$ cat config.mk
export PLATFORM = sky130hd
export DESIGN_NAME = div_reconstruct_seq
export DESIGN_NICKNAME = d
export VERILOG_FILES = /design/src/rtl/div_reconstruct_seq.sv
export SDC_FILE = /design/constraint.sdc
export NUM_CORES = 1
export LEC_CHECK = 0
export CORE_MARGIN = 3
export CORE_UTILIZATION = 40
export DETAILED_ROUTE_END_ITERATION = 7
export PLACE_DENSITY_LB_ADDON = 0.2
export SYNTH_ARGS = -nofsm -noshare
export SYNTH_HDL_FRONTEND = slang
export SYNTH_SLANG_ARGS = --single-unit
$ cat constraint.sdc
create_clock -name clk -period 10.83 [get_ports clk]
set_input_delay 2.166 -clock clk [delete_from_list [all_inputs] [get_ports clk]]
set_output_delay 2.166 -clock clk [all_outputs]
set_load 0.02 [all_outputs]
$ cat src/rtl/div_reconstruct_seq.sv
// rtl/div_reconstruct_seq.sv - rebuilds n_hat = q*d + r by shift-and-add and reports |n_ref - n_hat|
// Optional error statistics (sse, sample_cnt, stat_clr) are enabled by DIV_RECON_MSE_EN.
module div_reconstruct_seq #(
   parameter int WIDTH = 8
) (
   input  logic                 clk,
   input  logic                 rst_n,
   input  logic                 in_valid,
   output logic                 in_ready,
   input  logic [WIDTH-1:0]     q,
   input  logic [WIDTH-1:0]     d,
   input  logic [WIDTH-1:0]     r,
   input  logic [2*WIDTH-1:0]   n_ref,
   output logic                 out_valid,
   input  logic                 out_ready,
   output logic [2*WIDTH-1:0]   n_hat,
   output logic [2*WIDTH-1:0]   err,
   output logic                 err_neg,
   output logic                 busy
`ifdef DIV_RECON_MSE_EN
   ,
   input  logic                 stat_clr,
   output logic [4*WIDTH+7:0]   sse,
   output logic [15:0]          sample_cnt
`endif
);

   localparam int KW = (WIDTH > 1) ? $clog2(WIDTH) : 1;

   typedef enum logic [1:0] {S_IDLE, S_MUL, S_ADD, S_DONE} state_t;

   state_t               state_q, state_d;
   logic [WIDTH-1:0]     q_q, q_d, d_q, d_d, r_q, r_d;
   logic [2*WIDTH-1:0]   nref_q, nref_d;
   logic [2*WIDTH-1:0]   acc_q, acc_d;
   logic [KW-1:0]        k_q, k_d;
   logic [2*WIDTH-1:0]   nhat_q, nhat_d, err_q, err_d;
   logic                 neg_q, neg_d;
   logic [2*WIDTH-1:0]   pp;

   always_comb begin
      state_d = state_q;
      q_d     = q_q;
      d_d     = d_q;
      r_d     = r_q;
      nref_d  = nref_q;
      acc_d   = acc_q;
      k_d     = k_q;
      nhat_d  = nhat_q;
      err_d   = err_q;
      neg_d   = neg_q;
      pp      = q_q[k_q] ? ({{WIDTH{1'b0}}, d_q} << k_q) : '0;
      case (state_q)
         S_IDLE: begin
            if (in_valid) begin
               q_d     = q;
               d_d     = d;
               r_d     = r;
               nref_d  = n_ref;
               acc_d   = '0;
               k_d     = '0;
               state_d = S_MUL;
            end
         end
         S_MUL: begin
            acc_d = acc_q + pp;
            k_d   = k_q + 1'b1;
            if (k_q == KW'(WIDTH - 1)) state_d = S_ADD;
         end
         S_ADD: begin
            nhat_d  = acc_q + {{WIDTH{1'b0}}, r_q};
            err_d   = (nref_q >= nhat_d) ? (nref_q - nhat_d) : (nhat_d - nref_q);
            neg_d   = (nhat_d > nref_q);
            state_d = S_DONE;
         end
         S_DONE: begin
            if (out_ready) state_d = S_IDLE;
         end
         default: state_d = S_IDLE;
      endcase
   end

   always_ff @(posedge clk or negedge rst_n) begin
      if (!rst_n) begin
         state_q <= S_IDLE;
         q_q     <= '0;
         d_q     <= '0;
         r_q     <= '0;
         nref_q  <= '0;
         acc_q   <= '0;
         k_q     <= '0;
         nhat_q  <= '0;
         err_q   <= '0;
         neg_q   <= 1'b0;
      end else begin
         state_q <= state_d;
         q_q     <= q_d;
         d_q     <= d_d;
         r_q     <= r_d;
         nref_q  <= nref_d;
         acc_q   <= acc_d;
         k_q     <= k_d;
         nhat_q  <= nhat_d;
         err_q   <= err_d;
         neg_q   <= neg_d;
      end
   end

   assign in_ready  = (state_q == S_IDLE);
   assign busy      = (state_q != S_IDLE);
   assign out_valid = (state_q == S_DONE);
   assign n_hat     = nhat_q;
   assign err       = err_q;
   assign err_neg   = neg_q;

`ifdef DIV_RECON_MSE_EN
   logic [4*WIDTH+7:0] sse_q, sse_d;
   logic [15:0]        cnt_q, cnt_d;
   logic [4*WIDTH-1:0] err_sq;
   logic [4*WIDTH+8:0] sse_sum;

   // err_d is the error being produced this cycle; the clear takes priority over accumulation
   always_comb begin
      sse_d   = sse_q;
      cnt_d   = cnt_q;
      err_sq  = {{2*WIDTH{1'b0}}, err_d} * {{2*WIDTH{1'b0}}, err_d};
      sse_sum = {1'b0, sse_q} + {9'b0, err_sq};
      if (stat_clr) begin
         sse_d = '0;
         cnt_d = '0;
      end else if (state_q == S_ADD) begin
         sse_d = sse_sum[4*WIDTH+8] ? '1 : sse_sum[4*WIDTH+7:0];
         cnt_d = (&cnt_q) ? cnt_q : cnt_q + 16'd1;
      end
   end

   always_ff @(posedge clk or negedge rst_n) begin
      if (!rst_n) begin
         sse_q <= '0;
         cnt_q <= '0;
      end else begin
         sse_q <= sse_d;
         cnt_q <= cnt_d;
      end
   end

   assign sse        = sse_q;
   assign sample_cnt = cnt_q;
`endif

endmodule

==> results.md, run 1 <==
- Peak VDD IR: 132 uV
- Most used DFF post-synth: dfrtp_1
- Worst-Margin Slew: 1.04 ns
- Clock network fraction of total power: 11.6%
- Final-report hold violation count: 0
- Mean Syn Cell Area: 9.54 sq um
- XOR/XNOR Fraction of Synth Area: 5.21%
- Placement Rows: 46
- CTS resizes: 0
- CTS clock-pin slew for the worst setup and hold paths: 0.07 ns
- Unrepaired setup endpoints after global routing: false
- Hold Path Cell Cnt: 1
- Via count: 5187
- Worst Path Max Fanout: 23
- TritonCTS sink count: 94
- Minimum clock period: 5.42 ns
- Placeable Area: 0.0159 sq mm
- Mux contribution to synthesized area: 12.8%
- Inserted Clock Buffers: 9
- Worst Setup Path Type: reg2reg
- Die Height: 134 um
- Routability cong.: 0.836
- Power per Cell Area: 375 mW/mm^2
- First-pass GRT wire length: 26200 um
- Synth Area in Compound Gates: 18.0%
- Critical path required time: 11.06 ns
- Startpoint types: register
- Clk Latency, worst-skew pair: 0.35 ns
- IO Pins: 80
- Initial Util: 41.2%
- All-Layer GR Usage: 18.1%
- Sw Ratio: 46.1%
- Arrival time at the worst endpoint: 5.65 ns
- Commonest cells post-synth: 94 x dfrtp_1, 62 x nor2_1, 61 x a21oi_1, 60 x ha_1, 57 x mux2_2
- Largest net degree at the start of global routing: 57
- Ys Warns: 0
- FMAX: 0.185 GHz
- Final Skew: 0.00909 ns
- Number of global-route vias before repair: 5353
- Antenna diodes: 0
- Async set-reset flop share out of synthesis: 100%
- Syn nets: 796
- # setup viols final: 0
- Fin Setup TNS: 0 ns
- DRC Markers: 0
- Comb power frac: 66.2%
- Mapped Cells: 688
- Seq cells post-synth: 94
- Post-detail-place hpwl: 12200 um
- Vias per inst: 5.30
- Grt ovf: 0
- Yosys cell types: 57
- Drt initial violations: 173
- R2R cell count: 21
- CTS hold repair buffers: 0
- Mapped cell area: 0.00656 sq mm
- Number of flops mapped to enable cells by yosys: 0
- Clk buf depth: 2
- Post-place setup slack: 5.40 ns
- Final nets: 866
- CTS tree: yes
- Cell taking the most area after synthesis: dfrtp_1
- Final worst path period share: 50.0%
- Top-count cell post-synth: dfrtp_1
- Post-CTS setup buffer count: 0
- Initial antenna violation count: 0
- Ranking of synthesized cells by area: dfrtp_1 36%, ha_1 11%, mux2_2 9.8%, a21oi_1 4.7%, nor2_1 3.5%
- Post-DRT Antenna Nets: 0
- Power Internal: 0.00159 W
- Max-Cap Viols: 0
- Die width: 134 um
- Final setup margin: 5.41 ns
- Seq pwr share: 22.1%
- P_leak: 3.56 nW
- Share of layout cells above drive strength 1: 11.5%
- Synth Area in Adders: 12.7%
- Setup crit end kind: register
- Post-synthesis sequential area ratio: 35.9%
- IO buf count: 79
- Synth Area in Simple Gates: 11.0%
- Combinational family with the most area after synthesis: compound AO/OA/AOI/OAI gates
- Layout Area Growth over Synthesis: 20.0%
- DRT Wirelength: 15500 um
- Net Sw Power: 0.00136 W
- Relative slew slack: 30.3%
- Worst reg2reg setup slack: 5.41 ns
- Max Transition Viols Final: 0
- Avg WL per Cell: 15.8 um
- Outcome: complete, no violations
- CTS root buf: clkbuf_16
- Die area: 0.0180 sq mm
- Hold Path Class: reg2reg
- DRT Pass-1 Iters: 4
- # H-tree levels: 3
- Top cell type's share of synthesized area: 35.9%
==> power by group through the flow <==
stage	Sequential [W]	Clock [W]	Combinational, W
floorplan	0.000682	0	0.00141
global placement	0.000656	0	0.00192
detailed placement	0.000664	0	0.00196
CTS	0.000656	0.000356	0.00197
global route	0.000680	0.000369	0.00218
finish	0.000653	0.000343	0.00195
==> registers in the layout (all words and copies together) (netlist names) <==
name,count
acc_q,16
d_q,8
err,16
err_neg,1
k_q,3
n_hat,16
nref_q,16
q_q,8
r_q,8
state_q,2
==> kinds of logic (layout without fill, tap and decap cells) <==
kind of cell / count (synthesis) / after routing
AO/OA/AOI/OAI: 183 / 183
AND/OR/NAND/NOR: 159 / 159
flip-flops: 94 / 94
buffers and inverters: 75 / 150
multiplexers: 74 / 74
adder cells (fa/ha/maj): 64 / 64
XOR/XNOR: 39 / 39
==> critical path: stages, from the launching register on <==
cell and delay, ns:
dfrtp_1 0.41, ha_1 0.23, fa_1 0.41, a21o_1 0.18, a21oi_1 0.26, o21bai_1 0.09, a21oi_1 0.24, o21bai_1 0.09
a21oi_1 0.35, nor3_1 0.12, xnor2_1 0.26, inv_1 0.07, ha_1 0.37, and2_1 0.24, and3_1 0.25, nand3_1 0.14
o211ai_1 0.12, o21ba_4 0.47, mux2_2 0.39, a211oi_2 0.24, xnor2_1 0.09, mux2_2 0.26
==> final timing paths <==
path | start | endpoint
setup / recovery | acc_q[0]$_DFFE_PN0P_ | err[3]$_DFFE_PN0P_
min in group asynchronous | rst_n | err[2]$_DFFE_PN0P_
hold reg to reg | q_q[6]$_DFFE_PN0P_ | q_q[6]$_DFFE_PN0P_
max in group asynchronous | rst_n | d_q[7]$_DFFE_PN0P_
hold / removal | q_q[6]$_DFFE_PN0P_ | q_q[6]$_DFFE_PN0P_
setup reg to reg | acc_q[0]$_DFFE_PN0P_ | err[3]$_DFFE_PN0P_
==> routing by layer <==
metal | wire, um | GRT usage (%) | vias up
met5 | 0 | 0 | -
met4 | 413 | 6.67 | 0
met3 | 531 | 3.26 | 25
met2 | 7720 | 32.0 | 92
met1 | 6850 | 22.1 | 2481
li1 | - | - | 2589
==> stage by stage <==
step | util (%) | cells | cell area [sq um] | power (W) | hold slack (ns)
after detailed placement | 47.4 | 963 | 7550 | 0.00262 | 0.487
after global placement | 47.4 | 963 | 7550 | 0.00258 | 0.485
after global routing | 49.4 | 979 | 7870 | 0.00323 | 0.512
final | 49.4 | 979 | 7870 | 0.00295 | 0.502
after CTS | 49.4 | 979 | 7870 | 0.00298 | 0.504
after floorplan | - | 688 | 6560 | 0.00209 | 0.474
==> cells in the final DEF, fill, tap and decap left out, types with 5 or more instances in the layout <==
| cell type | count |
|---|---|
| dfrtp_1 | 94 |
| nor2_1 | 62 |
| and2_1 | 7 |
| o31ai_1 | 5 |
| nand3_1 | 9 |
| a211oi_1 | 7 |
| nor2b_1 | 5 |
| o21a_1 | 8 |
| o21bai_1 | 11 |
| mux2i_1 | 14 |
| nor3_1 | 14 |
| inv_1 | 52 |
| a21oi_1 | 61 |
| a21o_1 | 19 |
| nand2_1 | 39 |
| o211ai_1 | 5 |
| o21ai_0 | 37 |
| xnor2_1 | 25 |
| xor2_1 | 14 |
| mux2_2 | 57 |
| ha_1 | 59 |
| clkbuf_16 | 9 |
| clkdlybuf4s50_1 | 78 |
==> area by class of cell <==
type,instances,area [sq um]
flip-flops and latches,94,2350
clock inverters,7,97.6
repair buffers,82,811
fillers,1496,8070
well taps,216,270
multi-input cells,519,3920
inverters,52,195
clock buffers,9,225
(Power assumes the default switching activity.)
==> run 2: changes to the inputs <==
==> constraint.sdc (replaced) <==
create_clock -name clk -period 4.49 [get_ports clk]
set_input_delay 0.898 -clock clk [delete_from_list [all_inputs] [get_ports clk]]
set_output_delay 0.898 -clock clk [all_outputs]
set_load 0.02 [all_outputs]
==> results.md, run 2 (synthesis results as in run 1) <==
- GR peak layer: met2
- Relative slew slack: 30.1% (-0.24 points)
- Die width: 134 um (unchanged)
- Minimum clock period: 4.33 ns (-1.09 ns)
- Met3 GRT Util: 4.09% (+0.83 points)
- Clk Latency, worst-skew pair: 0.36 ns (about the same)
- Share of layout cells above drive strength 1: 22.2% (+11 points)
- # H-tree levels: 3 (unchanged)
- Largest net degree at the start of global routing: 78 (+37%)
- Via count: 5427 (+4.6%)
- Placeable Area: 0.0159 sq mm (unchanged)
- Hold Path Class: reg2reg
- CP Buf/Inv Count: 2 (+1)
- Initial Util: 41.2% (unchanged)
- Final design area excluding fillers: 0.00857 sq mm (+8.9%)
- Max incr delay on CP: 0.39 ns (-0.08 ns)
- Number of global-route vias before repair: 5491 (+2.6%)
- Cell Chain, Critical Path: ha_2, fa_2, a21o_1, a21oi_2, o21bai_1, a21oi_2, o21bai_1, a21oi_2, nor3_2, xnor2_2, ha_2, a21o_1, a21o_1, a21oi_2, buf_4, and2_1, o221ai_1, nor4bb_1, buf_4, a211oi_4, xnor2_1, mux2_2
- Routing usage on met2: 33.0% (+0.98 points)
- Placement Rows: 46 (unchanged)
- Critical path required time: 4.74 ns (-6.32 ns)
- Worst Path Max Fanout: 4 (-83%)
- # setup viols final: 0 (unchanged)
- CTS hold repair buffers: 0 (unchanged)
- Grt ovf: 0 (unchanged)
- Inserted Clock Buffers: 9 (unchanged)
- Most used cell, CP: a21oi_2
- DRT Pass-1 Iters: 5 (+1)
- Reg-to-reg endpoint: err[3]$_DFFE_PN0P_
- Worst-Margin Slew: 1.05 ns (+0.00363 ns)
- Post-detail-place hpwl: 12900 um (+5.1%)
- CTS clock-pin slew for the worst setup and hold paths: 0.07 ns (about the same)
- Post-Place Cell Area: 0.00797 sq mm (+5.5%)
- Routability cong.: 0.846 (+1.2%)
- CP top delay family: compound AO/OA/AOI/OAI gates
- First-pass GRT wire length: 26900 um (+2.6%)
- Hold path start: q_q[3]$_DFFE_PN0P_
- IO Pins: 80 (unchanged)
- Clk buf depth: 2 (unchanged)
- Slowest-stage cell, CP: dfrtp_1
- Worst Setup Path Type: reg2reg
- R2R cell count: 22 (+4.8%)
- Max-Cap Viols: 0 (unchanged)
- Die area: 0.0180 sq mm (unchanged)
- Grt met1 use: 23.1% (+0.98 points)
- Final Skew: 0.00710 ns (-0.00199 ns)
- TritonCTS sink count: 94 (unchanged)
- Leading cell types in the layout, fill and taps excluded: 94 x dfrtp_1, 78 x clkdlybuf4s50_1, 63 x buf_4, 61 x nor2_1
- Startpoint types: register
- DRC Markers: 0 (unchanged)
- Hold EP: q_q[3]$_DFFE_PN0P_
- Antenna diodes: 0 (unchanged)
- FMAX: 0.231 GHz (+25%)
- Post-DRT Antenna Nets: 0 (unchanged)
- Final nets: 928 (+7.2%)
- Arrival time at the worst endpoint: 4.57 ns (-1.08 ns)
- Worst R2R Start: acc_q[0]$_DFFE_PN0P_
- Hold Path Cell Cnt: 1 (unchanged)
- CTS tree: yes
- Max Transition Viols Final: 0 (unchanged)
- CTS root buf: clkbuf_16
- Final worst path period share: 96.4% (+46 points)
- Setup crit end kind: register
- Commonest non-fill, non-tap cell in the layout: dfrtp_1
- Outcome: complete, no violations
- Worst reg2reg setup slack: 0.16 ns (-5.25 ns)
- All-Layer GR Usage: 18.5% (+0.43 points)
- Vias per inst: 5.21 (-1.6%)
- Drt initial violations: 200 (+16%)
- Layout Area Growth over Synthesis: 30.7%
- IO buf count: 79 (unchanged)
- Die Height: 134 um (unchanged)
- DRT Wirelength: 16500 um (+6.5%)
- Fin Setup TNS: 0 ns (unchanged)
- Avg WL per Cell: 15.9 um (+0.12%)
- Initial antenna violation count: 0 (unchanged)
- Final-report hold violation count: 0 (unchanged)
==> run 2: cell types whose count changed in the layout (fill, tap and decap cells not counted), sizes merged <==
cell | before | now
clkbuf | 9 | 11
inv | 53 | 54
clkinvlp | 2 | 0
buf | 4 | 66
clkinv | 2 | 3
bufinv | 2 | 0
==> run 2: repair_timing <==
| action | CTS | global route |
|---|---|---|
| pin swaps | 4 | 20 |
| resized for setup | 6 | 37 |
| setup buffers | 3 | 8 |
| setup endpoints to repair | 8 | 13 |
==> run 2: area by class of cell <==
| cell class | count | area, sq um |
|---|---|---|
| Clock inverter | 5 | 42.5 |
| Clock buffer | 11 | 243 |
| Tap cell | 216 | 270 |
| Timing Repair Buffer | 144 | 1300 |
| Sequential cell | 94 | 2350 |
| Inverter | 52 | 195 |
| Multi-Input combinational cell | 519 | 4170 |
| Fill cell | 1478 | 7370 |
==> run 2: layer usage <==
layer / part of all wire, % / up-vias
li1: - / 2707
met1: 45 / 2627
met2: 51 / 85
met3: 3.6 / 8
met4: 0.66 / 0
met5: 0 / -
==> run 2: metrics by stage <==
stage	setup WS (ns)	utilization [%]	instances	hold WS [ns]
6_report	0.164	53.8	1041	0.499
5_1_grt	-0.0201	53.8	1041	0.522
4_1_cts	0.00613	52.0	1033	0.507
3_5_place_dp	-0.178	50.0	1014	0.490
3_3_place_gp	-0.0210	50.0	1014	0.486
2_1_floorplan	0.0858	-	688	0.474
==> run 2: worst max-delay path by stage <==
| stage | start | endpoint | slack (ns) | cells past startpoint |
|---|---|---|---|---|
| detailed placement | acc_q[0]$_DFFE_PN0P_ | err[3]$_DFFE_PN0P_ | -0.18 | 21 |
| global placement | r_q[0]$_DFFE_PN0P_ | err[3]$_DFFE_PN0P_ | -0.02 | 21 |
| global route | r_q[0]$_DFFE_PN0P_ | err[3]$_DFFE_PN0P_ | -0.02 | 18 |
| floorplan | acc_q[0]$_DFFE_PN0P_ | err[3]$_DFFE_PN0P_ | 0.09 | 21 |
| CTS | r_q[0]$_DFFE_PN0P_ | err[13]$_DFFE_PN0P_ | 0.006 | 21 |
| finish | acc_q[0]$_DFFE_PN0P_ | err[3]$_DFFE_PN0P_ | 0.16 | 22 |
Power of run 2 is not shown: default switching activity piles up to over one toggle a cycle in this logic, so the estimate is an artifact.
